--- src/rtl/fetch_queue.sv ---
// DLX instruction-fetch front end: owns the fetch PC, issues word requests and buffers returns.
// Define FETCH_STATS_EN to add the saturating empty-cycle counter on stall_count.
module fetch_queue #(
  parameter int unsigned DEPTH    = 4,
  parameter logic [31:0] RESET_PC = 32'h0000_0000,
  parameter logic [31:0] NOP_WORD = 32'h0000_0015
) (
  input  logic        clk,
  input  logic        rst_n,
  output logic        imem_req,
  output logic [31:0] imem_addr,
  input  logic        imem_ack,
  input  logic [31:0] imem_rdata,
  input  logic        stall,
  input  logic        branch,
  input  logic [31:0] branch_pc,
  output logic [31:0] inst_id,
  output logic [31:0] pc_plus_four_id,
  output logic        inst_valid
`ifdef FETCH_STATS_EN
  ,
  output logic [31:0] stall_count
`endif
);

  localparam int unsigned PtrW = $clog2(DEPTH);
  localparam int unsigned CntW = PtrW + 1;
  localparam logic [CntW-1:0] DepthCnt = CntW'(DEPTH);

  typedef enum logic [1:0] {StIdle, StWait, StFlush} state_e;

  state_e          state_q, state_d;
  logic [31:0]     fetch_pc_q, fetch_pc_d;
  logic [PtrW-1:0] wr_ptr_q, wr_ptr_d;
  logic [PtrW-1:0] rd_ptr_q, rd_ptr_d;
  logic [CntW-1:0] count_q, count_d;
  logic [31:0]     inst_mem_q [DEPTH];
  logic [31:0]     pc4_mem_q  [DEPTH];
  logic            push, pop;

  // FSM next state and fetch PC; redirect overrides everything else.
  always_comb begin
    state_d    = state_q;
    fetch_pc_d = fetch_pc_q;
    push       = 1'b0;
    unique case (state_q)
      StIdle: begin
        if (!branch && (count_q < DepthCnt)) begin
          state_d = StWait;
        end
      end
      StWait: begin
        if (imem_ack) begin
          // An ack coinciding with a redirect is the discarded response.
          state_d = StIdle;
          if (!branch) begin
            push       = 1'b1;
            fetch_pc_d = fetch_pc_q + 32'd4;
          end
        end else if (branch) begin
          state_d = StFlush;
        end
      end
      StFlush: begin
        if (imem_ack) begin
          state_d = StIdle;
        end
      end
      default: state_d = StIdle;
    endcase
    if (branch) begin
      fetch_pc_d = branch_pc & 32'hFFFF_FFFC;
    end
  end

  assign pop = inst_valid && !stall && !branch;

  always_comb begin
    wr_ptr_d = wr_ptr_q;
    rd_ptr_d = rd_ptr_q;
    count_d  = count_q;
    if (branch) begin
      wr_ptr_d = '0;
      rd_ptr_d = '0;
      count_d  = '0;
    end else begin
      if (push) begin
        wr_ptr_d = wr_ptr_q + PtrW'(1);
      end
      if (pop) begin
        rd_ptr_d = rd_ptr_q + PtrW'(1);
      end
      if (push && !pop) begin
        count_d = count_q + CntW'(1);
      end else if (pop && !push) begin
        count_d = count_q - CntW'(1);
      end
    end
  end

  always_ff @(negedge clk) begin
    if (!rst_n) begin
      state_q    <= StIdle;
      fetch_pc_q <= RESET_PC;
      wr_ptr_q   <= '0;
      rd_ptr_q   <= '0;
      count_q    <= '0;
    end else begin
      state_q    <= state_d;
      fetch_pc_q <= fetch_pc_d;
      wr_ptr_q   <= wr_ptr_d;
      rd_ptr_q   <= rd_ptr_d;
      count_q    <= count_d;
    end
  end

  // Entry storage needs no reset; count_q alone decides validity.
  always_ff @(negedge clk) begin
    if (rst_n && push) begin
      inst_mem_q[wr_ptr_q] <= imem_rdata;
      pc4_mem_q[wr_ptr_q]  <= fetch_pc_q + 32'd4;
    end
  end

  assign imem_req        = (state_q == StWait);
  assign imem_addr       = fetch_pc_q;
  assign inst_valid      = (count_q != '0);
  assign inst_id         = inst_valid ? inst_mem_q[rd_ptr_q] : NOP_WORD;
  assign pc_plus_four_id = inst_valid ? pc4_mem_q[rd_ptr_q] : 32'd0;

`ifdef FETCH_STATS_EN
  logic [31:0] stall_count_q;

  always_ff @(negedge clk) begin
    if (!rst_n) begin
      stall_count_q <= '0;
    end else if (!inst_valid && !branch && (stall_count_q != 32'hFFFF_FFFF)) begin
      stall_count_q <= stall_count_q + 32'd1;
    end
  end

  assign stall_count = stall_count_q;
`endif

endmodule

--- config.mk ---
export PLATFORM = sky130hd
export DESIGN_NAME = fetch_queue
export DESIGN_NICKNAME = d
export VERILOG_FILES = /design/src/rtl/fetch_queue.sv
export SDC_FILE = /design/constraint.sdc
export NUM_CORES = 1
export LEC_CHECK = 0
export CORE_UTILIZATION = 40
export DETAILED_ROUTE_END_ITERATION = 10
export GPL_TIMING_DRIVEN = 0
export HOLD_SLACK_MARGIN = 0.15
export PLACE_DENSITY = 0.67
export SLEW_MARGIN = 0
export SYNTH_ARGS = -nofsm -noshare
export SYNTH_HDL_FRONTEND = slang
export SYNTH_SLANG_ARGS = --single-unit
--- constraint.sdc ---
create_clock -name clk -period 7.5 [get_ports clk]
set_input_delay 1.5 -clock clk [delete_from_list [all_inputs] [get_ports clk]]
set_output_delay 1.5 -clock clk [all_outputs]
set_load 0.1 [all_outputs]
# Yosys cells after proc, flatten, opt, wreduce, memory -nomap -nowiden
# Memories as Yosys holds them, arrays and structs flattened. A register that Yosys moved wholly into a read port is not among the register bits.
# Cells that the tools add are included.
dict set report word_totals {
  reg_bits 41
  romBits 0
  word_cells 60
  latch_bits 0
  ramBits 256
  n_memories 2
}
# name depth word_bits read_ports rd_clocked_by_memory_dff wr line_no
set mem_list {}
lappend mem_list {inst_mem_q 4 32 1 1 1 37} ;# logic [31:0] inst_mem_q [DEPTH];
lappend mem_list {pc4_mem_q 4 32 1 1 1 38} ;# logic [31:0] pc4_mem_q [DEPTH];
dict set report classes {
  bitwise 1
  shift 0
  n_div 0
  n_reduce_logical 19
  mux 21
  magnitude_cmp 1
  eq_ne 5
  n_addsub 5
  n_mul 0
}
# op n
set op_table {}
lappend op_table {{32-bit 2-to-1 mux} 5}
lappend op_table {{32-bit by 3-bit adder with 32-bit output, second input constant} 1}
lappend op_table {{2-bit 2-to-1 mux} 8}
lappend op_table {{1-bit logical AND} 6}
lappend op_table {{3-bit 2-to-1 mux} 2}
lappend op_table {{2-bit one-hot mux with 3 select lines} 1}
lappend op_table {{2-bit nonzero test} 3}
lappend op_table {{1-bit 2-to-1 mux} 5}
lappend op_table {{2-bit by 1-bit adder with 2-bit output, second input constant} 2}
lappend op_table {{1-bit zero test} 4}
lappend op_table {{2-bit != test, second input constant} 2}
lappend op_table {{2-bit AND reduction} 2}
lappend op_table {{3-bit by 1-bit adder with 3-bit output, second input constant} 1}
lappend op_table {{3-bit less-than comparator, second input constant} 1}
lappend op_table {{3-bit by 1-bit != test with 1-bit output, second input constant} 1}
lappend op_table {{3-bit AND reduction} 1}
lappend op_table {{3-bit nonzero test} 1}
lappend op_table {{3-bit by 1-bit subtractor with 3-bit output, second input constant} 1}
lappend op_table {{2-bit by 1-bit equality test with 1-bit output, second input constant} 1}
lappend op_table {{2-bit equality test, second input constant} 1}
lappend op_table {{2-bit zero test} 1}
lappend op_table {{2-bit OR reduction} 1}
lappend op_table {{1-bit NOT} 1}

# Logic depth before layout (Yosys ltp)
# Gate-level depths: netlist of the first run.
dict set report depth {
  ltp_word 7
  mapped_depth 9
}

==> impl_metrics.json, run 1 <==
{
  "routedWlPerCell_um": 17.5,
  "place_area_mm2": 0.0145,
  "hold_end": "state_q[0]",
  "cts_sinks": 289,
  "total_power_mw": 4.48,
  "met3_length_mm": 1.88,
  "power_frac_comb": 0.082,
  "die_area_mm2": 0.0309,
  "p_leak_nw": 6.89,
  "critPathLaunchType": "flop",
  "synthesis.area_mm2": 0.0121,
  "p_clk_frac": 0.518,
  "yosysTopAreaCellShare": 0.617,
  "synthCells": 735,
  "rrSetupSlack_ns": 4.99,
  "drt_iter0_drc": 445,
  "portBuffers": 160,
  "worstPathBufferInverterCount": 1,
  "grt_pass1_vias": 8917,
  "cts_tree": "yes",
  "skew_ns": 0.0237,
  "synth.ff_latch_count": 289,
  "grt_first_pass_wirelength_mm": 45.3,
  "min_path_type": "flop to flop",
  "holdWs_ns": 0.486,
  "first_pass_iters": 5,
  "worstMarginPinSlew_ns": 1.06,
  "wl_met2_mm": 14.2,
  "synth_cell_types": 46,
  "worst_setup_path_end_kind": "output port",
  "synth_ff_type": "edfxtp_1",
  "drv_cap": 0,
  "drtAntennaViolNets": 0,
  "syn_avg_cell_area_um2": 16.4,
  "holdPathStages": 1,
  "core_area_mm2": 0.0296,
  "ys_seq_area_frac": 0.685,
  "antenna_found_initial": 0,
  "drc": 0,
  "grt_max_degree": 55,
  "yosys_warnings": 0,
  "cts_inserted_buffers": 34,
  "start_util": 0.407,
  "async_reset_ff_frac": 0,
  "drive_gt1_frac": 0.252,
  "ir_drop_mv": 0.158,
  "area_growth_pct": 39.1,
  "r2r_cells": 9,
  "required_ns": 6.00,
  "p_int_mw": 3.18,
  "ys_top_cells_by_area": "edfxtp_1 62%, mux4_2 12%, dfxtp_1 6.8%, nor2b_1 3.2%, xnor2_1 2.1%",
  "io_pins": 167,
  "vias_per_cell": 4.89,
  "cts.htree.levels": 2,
  "hpwlAfterDp_mm": 17.7,
  "gp_congestion": 0.822,
  "post-synth-top-area-cell": "edfxtp_1",
  "rows": 63,
  "highest_layer": "met4",
  "r2r-end": "count_q[2]",
  "clk_pin_slew_ns": 0.04,
  "p_sw_frac": 0.291,
  "nets": 1311,
  "maxSlewHeadroom": 0.298,
  "antennaDiodeCount": 0,
  "critPathMaxFanout": 5,
  "met1Wirelength_mm": 12.4,
  "die_height_um": 176,
  "hold_viol": 0,
  "fin_ws_ns": 0.0551,
  "vias": 8063,
  "r2r_start": "state_q[1]",
  "cpPeakStageDelay_ns": 1.20,
  "switchingPower_mw": 1.31,
  "place_ws_ns": -0.892,
  "crit_family": "buffers and inverters",
  "root_buffer": "clkbuf_16",
  "min_from": "state_q[1]",
  "cp_slowest_cell": "clkdlybuf4s50_1",
  "gr-total-overflow": 0,
  "p_per_area_mw_per_mm2": 267,
  "clockBufferDepth": 3,
  "setup_viol": 0,
  "crit_chain": "clkdlybuf4s50_1",
  "stdcell_area_mm2": 0.0168,
  "status": "finished clean",
  "wl_mm": 28.9,
  "drv_slew": 0,
  "critPathArrivalTime_ns": 5.94,
  "seqPwrFrac": 0.401,
  "fp.dieW_um": 176,
  "path_class": "flop to output port",
  "rsz0062_at_grt": "no",
  "synth_edf_count": 248,
  "grt_use_total": 0.193,
  "clk_latency_ns": 0.57
}
## final cells by class
cell class,instances,area (um2)
sequential,289,8270
buffer,47,329
clock inverter,312,1350
multi-input combinational,391,3710
fill,2505,12900
inverter,8,30.0
clock buffer,37,926
timing repair buffer,175,1670
tap,390,488
## synthesized netlist by cell type, drive strengths merged (2+ instances only)
master	instances
edfxtp	248
mux4	62
nor2b	62
dfxtp	41
nand2	33
clkbuf	32
o21ai	29
xnor2	29
nor2	26
xor2	26
a21oi	25
nand3	20
buf	17
nand4	14
inv	9
nor3	9
nor4	8
and2	7
or2	7
ha	6
or3	5
o211a	4
and3	3
a22o	2
## layout by cell type, fill, tap and decap left out, drive strengths merged, types with 26 or more instances in the layout
cell           count
clkdlybuf4s50     84
buf               98
inv              303
xnor2             29
xor2              26
dfxtp             41
nor2              26
clkbuf            64
mux4              62
nand2             33
o21ai             29
edfxtp           248
nor2b             62
## through the flow
step | utilization | instances | TNS (ns)
2_1_floorplan | - | 738 | 0
3_3_place_gp | 0.483 | 1288 | -369.06
3_5_place_dp | 0.488 | 1293 | -103.15
4_1_cts | 0.561 | 1641 | -0.212
5_1_grt | 0.566 | 1649 | 0
6_report | 0.566 | 1649 | 0
## logic make-up after synthesis
| group | share of synthesized area |
|---|---|
| AOI/OAI and AO/OA | 0.0291 |
| xor gates and xnor gates | 0.0399 |
| adders and majority gates | 0.00788 |
| buffers and inverters | 0.0217 |
| DFF | 0.685 |
| muxes | 0.117 |
| other | 0.000311 |
| and+or+nand+nor | 0.0991 |
## metal layers
| metal | GRT usage | vias to the layer above |
|---|---|---|
| met2 | 0.300 | 260 |
| met5 | 0 | - |
| li1 | - | 3807 |
| met3 | 0.0764 | 34 |
| met1 | 0.234 | 3962 |
| met4 | 0.0957 | 0 |
## state kept, by name (all words and copies together), names as in the netlist, named ones only
| register | count |
|---|---|
| wr_ptr_q | 2 |
| rd_ptr_q | 2 |
| count_q | 3 |
| inst_mem_q | 128 |
| state_q | 2 |
| imem_addr | 30 |
| pc4_mem_q | 120 |
## worst max path at each step
stage / to / cells after the start / startpoint
detailed placement: inst_id[4] / 5 / flop
finish: imem_addr[29] / 1 / imem_addr[29]
floorplan: inst_id[10] / 4 / flop
global placement: inst_id[4] / 4 / count_q[0]
CTS: inst_id[4] / 4 / flop
global route: imem_addr[29] / 1 / imem_addr[29]
## power by group through the flow
stage,combinational [mW],clock [mW],sequential (mW)
2_1_floorplan,0.173,0.229,1.89
6_report,0.367,2.32,1.80
4_1_cts,0.368,2.41,1.80
3_3_place_gp,0.366,0.229,1.82
3_5_place_dp,0.371,0.229,1.82
5_1_grt,0.384,2.59,1.79
## what timing repair did
item | in CTS | in global routing
gates resized for setup | 415 | 27
endpoints found under the setup margin | 73 | 51
setup buffers | 2 | 8
hold buffers | 0 | 0
pin swaps | 1 | 0
Power figures use the tool's default switching activity.
==> run 2: changes to the inputs <==
--- a/config.mk
+++ b/config.mk
@@ -5,11 +5,12 @@
 export SDC_FILE = /design/constraint.sdc
 export NUM_CORES = 1
 export LEC_CHECK = 0
+export ABC_AREA = 1
 export CORE_UTILIZATION = 40
 export DETAILED_ROUTE_END_ITERATION = 10
 export GPL_TIMING_DRIVEN = 0
 export HOLD_SLACK_MARGIN = 0.15
-export PLACE_DENSITY = 0.67
+export PLACE_DENSITY = 0.69
 export SLEW_MARGIN = 0
 export SYNTH_ARGS = -nofsm -noshare
 export SYNTH_HDL_FRONTEND = slang
==> impl_metrics.json, run 2 <==
{
  "worst_setup_path_end_kind": "output port",
  "synth.ff_latch_count": 289,
  "ys_seq_area_frac": 0.673,
  "highest_layer": "met4",
  "met3_length_mm": 2.55,
  "r2r-end": "inst_mem_q[3][6]",
  "synth_ff_type": "edfxtp_1",
  "r2r_start": "state_q[0]",
  "drc": 0,
  "stdcell_area_mm2": 0.0173,
  "min_from": "rd_ptr_q[0]",
  "start_util": 0.410,
  "required_ns": 6.00,
  "critPathMaxFanout": 10,
  "drv_cap": 0,
  "place_ws_ns": -0.882,
  "post-synth-top-area-cell": "edfxtp_1",
  "synth_commonest_cells": "283 x nor2_1, 248 x edfxtp_1, 153 x nand2_1",
  "synthesis.area_mm2": 0.0123,
  "vias_per_cell": 4.94,
  "ir_drop_mv": 0.183,
  "rrSetupSlack_ns": 5.12,
  "antenna_found_initial": 0,
  "die_area_mm2": 0.0314,
  "place_area_mm2": 0.0149,
  "root_buffer": "clkbuf_16",
  "critPathLaunchType": "flop",
  "tns_ns": 0,
  "routedWlPerCell_um": 16.6,
  "gr-total-overflow": 0,
  "cts.htree.levels": 1,
  "clockBufferDepth": 3,
  "synth_cell_types": 34,
  "mostFrequentLayoutCells": "350 x inv_1, 278 x nor2_1, 248 x edfxtp_1",
  "die_height_um": 177,
  "clk_latency_ns": 0.62,
  "met1Wirelength_mm": 14.5,
  "first_pass_iters": 5,
  "setup_viol": 0,
  "wl_met2_mm": 16.6,
  "io_pins": 167,
  "largest_register": "inst_mem_q",
  "grt_first_pass_wirelength_mm": 52.5,
  "grt_use_total": 0.219,
  "clk_pin_slew_ns": 0.04,
  "p_per_area_mw_per_mm2": 245,
  "yosysMostFrequentCell": "nor2_1",
  "synthCells": 1166,
  "cts_tree": "yes",
  "skew_ns": 0.0326,
  "p_leak_nw": 7.53,
  "fin_ws_ns": 0.0375,
  "antennaDiodeCount": 0,
  "core_area_mm2": 0.0300,
  "holdBufCountCts": 0,
  "holdPathStages": 1,
  "r2r_cells": 9,
  "grt_max_degree": 30,
  "grt_pass1_vias": 10700,
  "worstMarginPinSlew_ns": 0.985,
  "synth_edf_count": 248,
  "fp.dieW_um": 177,
  "cts_inserted_buffers": 31,
  "vias": 10300,
  "rows": 63,
  "instances_no_fill": 2074,
  "drt_iter0_drc": 690,
  "yosys_warnings": 0,
  "layout_commonest_cell": "inv_1",
  "syn_avg_cell_area_um2": 10.5,
  "dp.cells": 1727,
  "maxSlewHeadroom": 0.342,
  "largest_reg_flops": 128,
  "status": "finished clean",
  "rsz0062_at_grt": "yes",
  "drtAntennaViolNets": 0,
  "nets": 1740,
  "cts_sinks": 289,
  "area_growth_pct": 41.0,
  "min_path_type": "flop to flop",
  "portBuffers": 159,
  "path_class": "flop to output port",
  "yosysTopAreaCellShare": 0.606,
  "gp_congestion": 0.882,
  "ys_top_cells_by_area": "edfxtp_1 61%, nor2_1 8.6%, dfxtp_1 6.7%, o21ai_0 5.9%, nand2_1 4.7%",
  "hold_viol": 0,
  "drv_slew": 0,
  "drive_gt1_frac": 0.166,
  "hpwlAfterDp_mm": 21.2,
  "critPathArrivalTime_ns": 5.96,
  "wl_mm": 34.4,
  "async_reset_ff_frac": 0,
  "hold_end": "rd_ptr_q[0]"
}
run 2: how the worst max path moves through the flow:
stage | startpoint | end | slack (ns) | cells past startpoint
2_1_floorplan | branch | inst_mem_q[0][0] | -0.47 | 6
3_3_place_gp | rst_n | inst_mem_q[3][6] | -2.39 | 7
3_5_place_dp | count_q[0] | inst_id[0] | -0.88 | 5
4_1_cts | flop | pc_plus_four_id[17] | -0.001 | 7
5_1_grt | flop | inst_id[12] | -0.02 | 8
6_report | flop | pc_plus_four_id[12] | 0.04 | 7
run 2: cell families after synthesis:
group                      share of synthesized area
and+or+nand+nor                                0.162
DFF                                            0.673
AOI/OAI and AO/OA                              0.100
buffers and inverters                         0.0404
xor gates and xnor gates                      0.0167
adders and majority gates                    0.00774
other                                       0.000305
run 2: critical path, stage by stage, from the launching register on:
cell and delay [ns]:
dfxtp_1 0.33, buf_6 0.17, buf_2 0.27, nor2_1 0.08, nor2_1 0.10, o21ai_0 0.13, a21oi_2 0.29, buf_8 0.24
run 2: what timing repair did:
item,in CTS,in global routing
setup buffers,5,1
pin swaps,5,7
resized for setup,478,86
hold endpoints to repair,0,0
endpoints found under the setup margin,91,112
cloned,1,0
run 2: power by group:
part | internal [mW] | total [mW] | switching (mW)
Clock | 1.06 | 2.09 | 1.03
Combinational | 0.101 | 0.364 | 0.263
Sequential | 1.77 | 1.79 | 0.0179
Total | 2.93 | 4.24 | 1.32
run 2: final cells by class:
type | instances | area [um2]
Clock inverter | 311 | 1270
Buffer | 61 | 432
Timing Repair Buffer | 174 | 2000
Clock buffer | 31 | 776
Inverter | 59 | 228
Tap cell | 390 | 488
Multi-Input combinational cell | 759 | 3860
Sequential cell | 289 | 8270
Fill cell | 2490 | 12600
run 2: metrics by stage:
step / total power, mW / hold slack, ns / utilization
after global placement: 2.39 / 0.452 / 0.489
after global routing: 4.48 / 0.524 / 0.578
after detailed placement: 2.39 / 0.467 / 0.496
after CTS: 4.28 / 0.477 / 0.570
after floorplan: 2.27 / 0.436 / -
final: 4.24 / 0.481 / 0.578
run 2: layer usage:
layer / vias up / track usage
met2: 459 / 0.350
met1: 4785 / 0.269
li1: 4953 / -
met5: - / 0
met4: 0 / 0.114
met3: 58 / 0.0634
==> run 3: changes to the inputs <==
--- a/config.mk
+++ b/config.mk
@@ -6,8 +6,10 @@
 export NUM_CORES = 1
 export LEC_CHECK = 0
 export ABC_AREA = 1
+export ABC_CLOCK_PERIOD_IN_PS = 7500
 export CORE_UTILIZATION = 40
 export DETAILED_ROUTE_END_ITERATION = 10
+export GPL_ROUTABILITY_DRIVEN = 0
 export GPL_TIMING_DRIVEN = 0
 export HOLD_SLACK_MARGIN = 0.15
 export PLACE_DENSITY = 0.69
==> results of run 3 <==
Final layout, timing and power as in run 2 (identical DEF).
